**config.mk**
```make
export PLATFORM = sky130hd
export DESIGN_NAME = fp32_to_tf32_rne
export DESIGN_NICKNAME = d
export VERILOG_FILES = /design/src/rtl/fp32_to_tf32_rne.sv
export SDC_FILE = /design/constraint.sdc
export NUM_CORES = 1
export LEC_CHECK = 0
export ABC_CLOCK_PERIOD_IN_PS = 2400
export BUFFER_PORTS_ARGS = -buffer_cell sky130_fd_sc_hd__buf_4
export CORE_MARGIN = 3
export CORE_UTILIZATION = 47
export DETAILED_ROUTE_END_ITERATION = 7
export PLACE_DENSITY = 0.86
export SYNTH_ARGS = -nofsm -noshare
export SYNTH_HDL_FRONTEND = slang
export SYNTH_SLANG_ARGS = --single-unit
export TNS_END_PERCENT = 1
```
**constraint.sdc**
```tcl
create_clock -name clk -period 2.4 [get_ports clk]
set_input_delay 0.36 -clock clk [delete_from_list [all_inputs] [get_ports clk]]
set_output_delay 0.36 -clock clk [all_outputs]
set_load 0.01 [all_outputs]
```
**src/rtl/fp32_to_tf32_rne.sv**
```systemverilog
// fp32_to_tf32_rne: two-stage FP32 to TF32 narrowing converter with RNE rounding and valid/ready flow control
module fp32_to_tf32_rne (
  input  logic        clk,
  input  logic        rst,
  input  logic        in_valid,
  output logic        in_ready,
  input  logic [31:0] in_data,
  output logic        out_valid,
  input  logic        out_ready,
  output logic [18:0] out_data,
  output logic        out_ovf,
  output logic        out_uf
);
  typedef enum logic [1:0] {CL_NORM, CL_ZERO, CL_SPEC} cls_t;
  logic        s1_valid_q;
  logic        s1_sign_q;
  logic [7:0]  s1_exp_q;
  logic [9:0]  s1_m_q;
  logic        s1_g_q;
  logic        s1_st_q;
  logic        s1_nz_q;
  cls_t        s1_cls_q;
  cls_t        s1_cls_d;
  logic        out_valid_q;
  logic [18:0] out_data_q;
  logic        out_ovf_q;
  logic        out_uf_q;
  logic [18:0] out_data_d;
  logic        out_ovf_d;
  logic        out_uf_d;
  logic        s1_adv;
  logic        s2_adv;
  logic        up;
  logic [10:0] rnd;
  logic [8:0]  exp9;
  logic        rnd_ovf;
  logic [18:0] sat;
  assign s2_adv    = !out_valid_q || out_ready;
  assign s1_adv    = !s1_valid_q || s2_adv;
  assign in_ready  = s1_adv;
  assign out_valid = out_valid_q;
  assign out_data  = out_data_q;
  assign out_ovf   = out_ovf_q;
  assign out_uf    = out_uf_q;
  // classify the incoming exponent: zero/subnormal, INF/NaN, or ordinary
  always_comb begin
    s1_cls_d = in_data[30:23] == 8'h00 ? CL_ZERO :
               in_data[30:23] == 8'hFF ? CL_SPEC : CL_NORM;
  end
  // decode stage: split the operand into sign, exponent, kept mantissa, guard and sticky
  always_ff @(posedge clk) begin
    if (rst) begin
      s1_valid_q <= 1'b0;
      s1_sign_q  <= 1'b0;
      s1_exp_q   <= 8'h00;
      s1_m_q     <= 10'h000;
      s1_g_q     <= 1'b0;
      s1_st_q    <= 1'b0;
      s1_nz_q    <= 1'b0;
      s1_cls_q   <= CL_NORM;
    end else if (s1_adv) begin
      s1_valid_q <= in_valid;
      if (in_valid) begin
        s1_sign_q <= in_data[31];
        s1_exp_q  <= in_data[30:23];
        s1_m_q    <= in_data[22:13];
        s1_g_q    <= in_data[12];
        s1_st_q   <= |in_data[11:0];
        s1_nz_q   <= |in_data[22:0];
        s1_cls_q  <= s1_cls_d;
      end
    end
  end
  // round to nearest even; a mantissa carry bumps the exponent and leaves m' at zero
  always_comb begin
    up         = s1_g_q && (s1_st_q || s1_m_q[0]);
    rnd        = {1'b0, s1_m_q} + 11'(up);
    exp9       = {1'b0, s1_exp_q} + 9'(rnd[10]);
    rnd_ovf    = exp9 >= 9'd255;
    sat        = {s1_sign_q, 8'hFE, 10'h3FF};
    out_data_d = s1_cls_q == CL_ZERO ? 19'h00000 :
                 s1_cls_q == CL_SPEC ? sat :
                 rnd_ovf ? sat : {s1_sign_q, exp9[7:0], rnd[9:0]};
    out_ovf_d  = s1_cls_q == CL_SPEC || (s1_cls_q == CL_NORM && rnd_ovf);
    out_uf_d   = s1_cls_q == CL_ZERO && s1_nz_q;
  end
  // output stage: result and flags hold while the consumer stalls
  always_ff @(posedge clk) begin
    if (rst) begin
      out_valid_q <= 1'b0;
      out_data_q  <= 19'h00000;
      out_ovf_q   <= 1'b0;
      out_uf_q    <= 1'b0;
    end else if (s2_adv) begin
      out_valid_q <= s1_valid_q;
      if (s1_valid_q) begin
        out_data_q <= out_data_d;
        out_ovf_q  <= out_ovf_d;
        out_uf_q   <= out_uf_d;
      end
    end
  end
endmodule

```
Word-level counts from Yosys, hierarchy flattened

Index checks and enable logic that the tools add are counted.

Add/sub/neg operators: 2
Order comparisons: 1
Equal/unequal tests: 3
Multiplexer cells: 5
Reductions and logical operators: 15

Operators by type and width:

| cell                                                | number |
|---|---|
| 2-to-1 mux 18 bit                                   | 2 |
| OR reduction 23 bit                                 | 1 |
| 2-to-1 mux 19 bit                                   | 1 |
| OR reduction 12 bit                                 | 1 |
| adder 10 x 1 -> 11 bit                              | 1 |
| adder 8 x 1 -> 9 bit                                | 1 |
| >= comparator 9 x 8 -> 1 bit, second input constant | 1 |
| == test 8 bit, second input constant                | 1 |
| logical NOT 8 bit                                   | 1 |
| logical OR 1 bit                                    | 4 |
| 2-to-1 mux 2 bit                                    | 2 |
| AND reduction 2 bit                                 | 2 |
| logical AND 1 bit                                   | 3 |
| == test 2 x 1 -> 1 bit, second input constant       | 1 |
| == test 2 bit, second input constant                | 1 |
| logical NOT 1 bit                                   | 2 |
| logical NOT 2 bit                                   | 1 |

Register bits: 47
Input bits: 36
Output and inout bits: 23

Depth between registers and ports, before layout

Gate-level depths: netlist (run 1).

Word-level depth: 8
Mapped depth: 14
Depth with buffers taken out: 12

Worst setup path before layout (run 1)

No wires, ideal clock.

Path kind: register -> register
From: register s1_m_q[0]
To: register out_data_q[4] (netlist: out_data[4])
Arrival: 2407 ps
Path slack: -139 ps
Cell stages (with the launch flop): 15
Buffers on the path: 2
Clock period less this slack: 2539 ps
Cell sequence: dfxtp_1 o21a_1 ha_1 ha_1 nand2_1 or2_1 nor2_1 ha_1 buf_2 nand4_1 xnor2_1 and4b_1 buf_4 o31ai_1 a21oi_1

Cells in the longest elaborated chain, start to end: 8

Ends and longest elaborated chain:

| what                         | line | text |
|---|---|---|
| from (decl)                  | 18   | `logic [9:0] s1_m_q;` |
| from (signal assigned)       | 66   | `s1_m_q <= in_data[22:13];` |
| logical OR 1 bit             | 76   | `up = s1_g_q && (s1_st_q \|\| s1_m_q[0]);` |
| logical AND 1 bit            | 76   |  |
| adder 10 x 1 -> 11 bit (*)   | 77   | `rnd = {1'b0, s1_m_q} + 11'(up);` |
| adder 8 x 1 -> 9 bit         | 78   | `exp9 = {1'b0, s1_exp_q} + 9'(rnd[10]);` |
| >= comparator 9 x 8 -> 1 bit | 79   | `rnd_ovf = exp9 >= 9'd255;` |
| 2-to-1 mux 18 bit (*)        | 83   | `rnd_ovf ? sat : {s1_sign_q, exp9[7:0], rnd[9:0]};` |
| 2-to-1 mux 18 bit (*)        | 82   | `s1_cls_q == CL_SPEC ? sat :` |
| 2-to-1 mux 19 bit (*)        | 81   | `out_data_d = s1_cls_q == CL_ZERO ? 19'h00000 :` |
| to (signal assigned)         | 97   | `out_data_q <= out_data_d;` |
| to (decl)                    | 25   | `logic [18:0] out_data_q;` |

Every way passes the cells marked *; elsewhere a longest branch is shown, timed or not.
A chain may end at the register's enable or synchronous reset.

Final worst setup path (run 1)

Ends and elaborated chain as after synthesis.

==> impl_metrics.env, run 1 <==
export IMPL_fin_ws_ns=-0.160
export IMPL_synth_edf_count=0
export IMPL_seqPwrFrac=0.543
export IMPL_synthTopCellsByArea="dfxtp_1, nand2_1, a21oi_1, xnor2_1, nor4_1"
export IMPL_firstDrtPassIters=4
export IMPL_path_class="reg2reg"
export IMPL_skew_ns=0.00384
export IMPL_min_path_type="in2reg"
export IMPL_rsz0062_at_grt="yes"
export IMPL_tightest_slew_ns=1.23
export IMPL_place_area_mm2=0.00277
export IMPL_drv_cap=0
export IMPL_report_final_setup_viol=13
export IMPL_synthCells=284
export IMPL_max_freq_mhz=391
export IMPL_drc=0
export IMPL_track_usage=0.209
export IMPL_grt_overflow=0
export IMPL_synthSimpleGateAreaFrac=0.266
export IMPL_path_clk_slew_ns=0.08
export IMPL_antenna_found_initial=0
export IMPL_design_area_mm2=0.00297
export IMPL_synth_top_area_cell="dfxtp_1"
export IMPL_grt_first_pass_wirelength_um=9320
export IMPL_ys_flop_type="dfxtp_1"
export IMPL_initial_core_util=0.501
export IMPL_crit_path_cell_trace="o21a_1, ha_4, ha_4, nand2_1, or2_1, nor2_2, ha_2, nand4_1, xnor2_2, buf_4, and4b_1, o31ai_1, a21oi_1"
export IMPL_p_switching_w=0.000386
export IMPL_core_area_mm2=0.00450
export IMPL_p_per_area_mw_per_mm2=526
export IMPL_gp_congestion=0.843
export IMPL_violations="setup timing"
export IMPL_ir_worst_vdd_mv=0.260
export IMPL_drt_iter0_drc=175
export IMPL_synthMostInstantiatedCell="nand2_1"
export IMPL_num_vias=2257
export IMPL_antenna_cells=0
export IMPL_root_buffer="clkbuf_8"
export IMPL_routedWlPerCell_um=14.2
export IMPL_hold_violations=0
export IMPL_synth_common_cells="nand2_1, dfxtp_1, a21oi_1"
export IMPL_total_power_w=0.00156
export IMPL_drive_gt1_frac=0.303
export IMPL_setup_worst_path_start_class="register"
export IMPL_p_leak_nw=1.19
export IMPL_yosysUniqueCellTypes=44
export IMPL_p_int_w=0.00117
export IMPL_drt_wl_total_um=5650
export IMPL_synthAdderAreaFrac=0.0222
export IMPL_cts_sinks=47
export IMPL_netlist_area_mm2=0.00226
export IMPL_fill_cells=376
export IMPL_syn_avg_cell_area_um2=7.94
export IMPL_dp_slack_ns=-0.215
export IMPL_fin_crit_ns=2.56
export IMPL_synth_top_family_by_area="simple AND/OR/NAND/NOR gates"
export IMPL_drtAntennaViolNets=0
export IMPL_io_buffers=58
export IMPL_path_max_fanout=4
export IMPL_switching_share=0.248
export IMPL_crit_path_max_incr_delay_ns=0.33
export IMPL_viasPerCell=5.66
export IMPL_place_hpwl_um=4050
export IMPL_async_reset_ff_frac=0
export IMPL_synth_compound_area_share=0.187
export IMPL_synth_xor_area_frac=0.0582
export IMPL_die_area_mm2=0.00567
export IMPL_fp_dieH_um=75.3
export IMPL_grt_pass1_vias=2071
export IMPL_multi_input_area_mm2=0.00130
export IMPL_ys_seq_area_frac=0.417
export IMPL_synth_nets=324
export IMPL_yosysTopAreaCellShare=0.417
export IMPL_cpMaxStageDelayCell="dfxtp_2"
export IMPL_clockBufferDepth=2
export IMPL_maxSlewHeadroom=0.180
export IMPL_fin_hold_ws_ns=0.305
export IMPL_synth_warnings=0
export IMPL_cts_tree="built"
export IMPL_period_share=1.07
export IMPL_cts_htree_levels=2
export IMPL_fin_nets=386
export IMPL_power_frac_clock=0.328
export IMPL_arrival_ns=2.73
export IMPL_seq_area_um2=945
export IMPL_synth_seq_cells=47
export IMPL_clock_latency_ns=0.30
export IMPL_cp_common_cell="ha_4"
export IMPL_grt_max_degree=45
export IMPL_maxSlewViolCount=0
export IMPL_area_growth_syn_to_layout_pct=31.7
export IMPL_cts_made_buffers=5
export IMPL_fp_dieW_um=75.3
export IMPL_num_rows=24
export IMPL_worstPathRequired_ns=2.57
export IMPL_pwr_share_comb=0.130
export IMPL_cp_end_kind="register"
export IMPL_outcome="finished with violations"
export IMPL_muxShareOfSynthArea=0
export IMPL_io_pins=59
worst max-delay path, delay by kind of cell (launching register included):
kind                       cells  cell delay [ns]
DFF                            1             0.33
adders and majority gates      3             0.50
and+or+nand+nor                5             0.76
buffers and inverters          1             0.14
xor gates and xnor gates       1             0.19
AOI/OAI and AO/OA              3             0.51
path summary, 6_finish.rpt:
| check | startpoint | endpoint | slack (ns) | cells past startpoint |
|---|---|---|---|---|
| max | s1_m_q[0]$_SDFFE_PP0P_ | out_data[4]$_SDFFE_PP0P_ | -0.16 | 13 |
| min | in_data[31] | s1_sign_q$_SDFFE_PP0P_ | 0.30 | 3 |
| max reg2reg | s1_m_q[0]$_SDFFE_PP0P_ | out_data[4]$_SDFFE_PP0P_ | -0.16 | 13 |
| min reg2reg | out_data[5]$_SDFFE_PP0P_ | out_data[5]$_SDFFE_PP0P_ | 0.45 | 2 |
power groups by stage:
| stage | Combinational [W] | Clock, W | Sequential [W] |
|---|---|---|---|
| finish | 0.000202 | 0.000511 | 0.000847 |
| global placement | 0.000185 | 0 | 0.000861 |
| global route | 0.000225 | 0.000548 | 0.000851 |
| detailed placement | 0.000190 | 0 | 0.000863 |
| CTS | 0.000195 | 0.000518 | 0.000846 |
| floorplan | 0.000101 | 0 | 0.000856 |
logic make-up (layout without fill, tap and decap cells):
group | count (synthesis) | in the layout
buffers and inverters | 23 | 85
flip-flops | 47 | 47
adder cells (fa/ha/maj) | 4 | 4
AO/OA/AOI/OAI | 68 | 68
AND/OR/NAND/NOR | 127 | 128
XOR/XNOR | 15 | 15
flip-flops by register name, summed over array words and instances, names as in the netlist, 2 cells and up:
signal / cells
s1_m_q: 10
s1_exp_q: 8
s1_cls_q: 2
out_data: 19
layout by cell type, fill, tap and decap left out, types with 2 or more instances in the layout:
master	synthesis	routed
a21oi_1	40	40
a311oi_2	3	3
a31oi_1	2	2
and3_1	2	2
buf_4	3	73
clkbuf_8	0	7
dfxtp_1	47	44
dfxtp_2	0	3
ha_2	0	2
ha_4	0	2
inv_1	4	4
nand2_1	71	71
nand2b_1	2	2
nand3_1	7	7
nand4_1	7	7
nor2_1	12	11
nor2b_1	2	2
nor3_1	4	4
nor4_1	9	9
o21ai_0	3	3
o21ai_1	5	5
o31ai_1	7	3
o31ai_2	0	3
xnor2_1	10	8
xnor2_2	0	2
xor2_1	5	5
through the flow:
step | setup TNS, ns | instances | util
5_1_grt | -3.72 | 399 | 0.659
2_1_floorplan | -0.155 | 284 | -
4_1_cts | -0.410 | 398 | 0.651
3_3_place_gp | -0.536 | 387 | 0.615
6_report | -1.36 | 399 | 0.659
3_5_place_dp | -1.95 | 387 | 0.615
metal layers:
layer,track usage,vias to the layer above,share of wire
li1,-,1115,-
met1,0.263,1047,0.42
met2,0.354,85,0.50
met3,0.0441,10,0.072
met4,0.0680,0,0.012
met5,0,-,0
cell type report:
cell class,instances,area share
inverters,4,0.00505
well taps,52,0.0219
clock buffers,8,0.0337
flip-flops and latches,47,0.318
repair buffers,73,0.184
multi-input cells,215,0.437
what timing repair did:
item / CTS / global route
pin swaps: 4 / 6
gates resized for setup: 8 / 5
hold buffers: 0 / 0
cloned: 1 / 0
buffers inserted: 2 / 1
setup endpoints to repair: 12 / 18
No activity file was read; power rests on OpenSTA's default activity.
==> inputs of run 2 (changes only) <==
--- a/config.mk
+++ b/config.mk
@@ -5,7 +5,7 @@
 export SDC_FILE = /design/constraint.sdc
 export NUM_CORES = 1
 export LEC_CHECK = 0
-export ABC_CLOCK_PERIOD_IN_PS = 2400
+export ABC_CLOCK_PERIOD_IN_PS = 2100
 export BUFFER_PORTS_ARGS = -buffer_cell sky130_fd_sc_hd__buf_4
 export CORE_MARGIN = 3
 export CORE_UTILIZATION = 47
==> constraint.sdc (replaced) <==
create_clock -name clk -period 2.1 [get_ports clk]
set_input_delay 0.315 -clock clk [delete_from_list [all_inputs] [get_ports clk]]
set_output_delay 0.315 -clock clk [all_outputs]
set_load 0.01 [all_outputs]
==> run 2 against run 1 <==
- the run still ends with setup timing left
- register-to-register slack worse by 0.41 ns
- clock power is 31% higher
- die area stayed put
- sequential cell count stayed put
- cell area is 2.9% higher
- worst setup slack worse by 0.41 ns
- sequential share of layout area is 0.87 points lower
- critical path type unchanged
- largest power group unchanged
==> impl_metrics.env, run 2 (synthesis results as in run 1) <==
export IMPL_skew_ns=0.00997
export IMPL_worstPathRequired_ns=2.30
export IMPL_final_cells=408
export IMPL_area_growth_syn_to_layout_pct=35.6
export IMPL_tightest_slew_ns=0.461
export IMPL_rr_endpoint="out_data[10]$_SDFFE_PP0P_"
export IMPL_cts_tree="built"
export IMPL_grt_overflow=0
export IMPL_grt_max_degree=45
export IMPL_ctsHoldBuffers=0
export IMPL_drc=0
export IMPL_dp_cells=399
export IMPL_worstHoldPathCells=3
export IMPL_cp_end_kind="register"
export IMPL_violations="setup timing"
export IMPL_crit_family="simple AND/OR/NAND/NOR gates"
export IMPL_drive_gt1_frac=0.317
export IMPL_report_final_setup_viol=19
export IMPL_routedWlPerCell_um=14.8
export IMPL_root_buffer="clkbuf_8"
export IMPL_drtAntennaViolNets=0
export IMPL_path_max_fanout=5
export IMPL_maxSlewHeadroom=0.692
export IMPL_fin_nets=395
export IMPL_crit_path_cell_trace="o21a_1, ha_4, ha_4, nand2_1, or2_1, nor2_2, ha_2, nand4_1, xnor2_2, and4b_2, nor2_4, a41o_1"
export IMPL_maxSlewViolCount=0
export IMPL_largest_reg_flops=19
export IMPL_track_usage=0.221
export IMPL_fin_ws_ns=-0.571
export IMPL_fin_setup_tns_ns=-7.54
export IMPL_min_path_type="in2reg"
export IMPL_rrSetupSlack_ns=-0.57
export IMPL_period_share=1.27
export IMPL_cts_htree_levels=2
export IMPL_clockBufferDepth=2
export IMPL_post_cts_repair_setup_buffers=0
export IMPL_rsz0062_at_grt="yes"
export IMPL_whs_endpoint="s1_m_q[3]$_SDFFE_PP0P_"
export IMPL_num_vias=2276
export IMPL_gp_congestion=0.877
export IMPL_p_leak_nw=1.26
export IMPL_outcome="finished with violations"
export IMPL_place_hpwl_um=4380
export IMPL_path_class="reg2reg"
export IMPL_io_pins=59
export IMPL_grt_pass1_vias=2169
export IMPL_drv_cap=0
export IMPL_hp_start="in_data[16]"
export IMPL_crit_path_max_incr_delay_ns=0.38
export IMPL_setup_worst_path_start_class="register"
export IMPL_layout_commonest_cell="buf_4"
export IMPL_antenna_cells=0
export IMPL_max_freq_mhz=374
export IMPL_num_rows=24
export IMPL_fin_hold_ws_ns=0.262
export IMPL_fp_dieW_um=75.3
export IMPL_firstDrtPassIters=4
export IMPL_core_area_mm2=0.00450
export IMPL_die_area_mm2=0.00567
export IMPL_post_route_util=0.679
export IMPL_cpMaxStageDelayCell="and4b_2"
export IMPL_met3_wirelength_um=304
export IMPL_cts_made_buffers=5
export IMPL_routed_top_layer="met4"
export IMPL_hold_violations=0
export IMPL_drt_wl_total_um=6060
export IMPL_cp_num_buf_inv=0
export IMPL_arrival_ns=2.87
export IMPL_grt_first_pass_wirelength_um=9680
export IMPL_wl_met1_um=2620
export IMPL_fp_dieH_um=75.3
export IMPL_initial_core_util=0.501
export IMPL_viasPerCell=5.58
export IMPL_fill_cells=366
export IMPL_path_clk_slew_ns=0.09
export IMPL_io_buffers=58
export IMPL_p_per_area_mw_per_mm2=615
export IMPL_timing_rr_start="s1_m_q[0]$_SDFFE_PP0P_"
export IMPL_ir_worst_vdd_mv=0.338
export IMPL_layout_common_cells="buf_4, nand2_1, dfxtp_1"
export IMPL_drt_iter0_drc=168
export IMPL_cp_common_cell="ha_4"
export IMPL_clock_latency_ns=0.30
export IMPL_cts_sinks=47
export IMPL_antenna_found_initial=0
export IMPL_wl_met2_um=2960
export IMPL_worst_r2r_path_depth=12
export IMPL_fin_crit_ns=2.67
-- run 2: layout make-up --
| cell class | count | area [um^2] | share of cell area |
|---|---|---|---|
| clock inverters | 3 | 43.8 | 0.0143 |
| multi-input cells | 215 | 1290 | 0.422 |
| repair buffers | 82 | 628 | 0.205 |
| well taps | 52 | 65.1 | 0.0213 |
| clock buffers | 5 | 68.8 | 0.0225 |
| inverters | 4 | 15.0 | 0.00491 |
| flip-flops and latches | 47 | 946 | 0.309 |
-- run 2: stage by stage --
stage	setup slack, ns	area, um^2	total power (W)
5_1_grt	-0.673	3060	0.00195
3_5_place_dp	-0.525	2870	0.00123
3_3_place_gp	-0.421	2870	0.00122
2_1_floorplan	-0.334	2290	0.00109
4_1_cts	-0.472	3000	0.00187
6_report	-0.571	3060	0.00188
-- run 2: where the power goes --
| group | internal [W] | switching (W) |
|---|---|---|
| combinational | 0.000126 | 0.000127 |
| clock | 0.000355 | 0.000312 |
| sequential | 0.000927 | 0.0000348 |
-- run 2: repair_timing --
item,4_1_cts,5_1_grt
endpoints found under the setup margin,19,19
pin swaps,4,3
gates resized for setup,5,7
cloned,0,1
-- run 2: how the worst max path moves through the flow --
stage | startpoint | cells past startpoint | end
final | s1_m_q[0]$_SDFFE_PP0P_ | 12 | out_data[10]$_SDFFE_PP0P_
after global routing | s1_m_q[0]$_SDFFE_PP0P_ | 12 | out_data[10]$_SDFFE_PP0P_
after CTS | s1_m_q[0]$_SDFFE_PP0P_ | 12 | out_data[10]$_SDFFE_PP0P_
after detailed placement | s1_st_q$_SDFFE_PP0P_ | 12 | out_data[10]$_SDFFE_PP0P_
after global placement | s1_st_q$_SDFFE_PP0P_ | 12 | out_data[10]$_SDFFE_PP0P_
after floorplan | s1_st_q$_SDFFE_PP0P_ | 14 | out_data[4]$_SDFFE_PP0P_
-- run 2: worst reg2reg max path, cell delays in order (launching register included) --
cell,delay [ns]
dfxtp_4,0.37
o21a_1,0.15
ha_4,0.16
ha_4,0.13
nand2_1,0.05
or2_1,0.23
nor2_2,0.13
ha_2,0.23
nand4_1,0.17
xnor2_2,0.24
and4b_2,0.38
nor2_4,0.07
a41o_1,0.26
-- run 2: metal layers --
layer,vias up,track usage
met2,68,0.350
li1,1133,-
met5,-,0
met1,1057,0.287
met4,0,0.0971
met3,18,0.0481
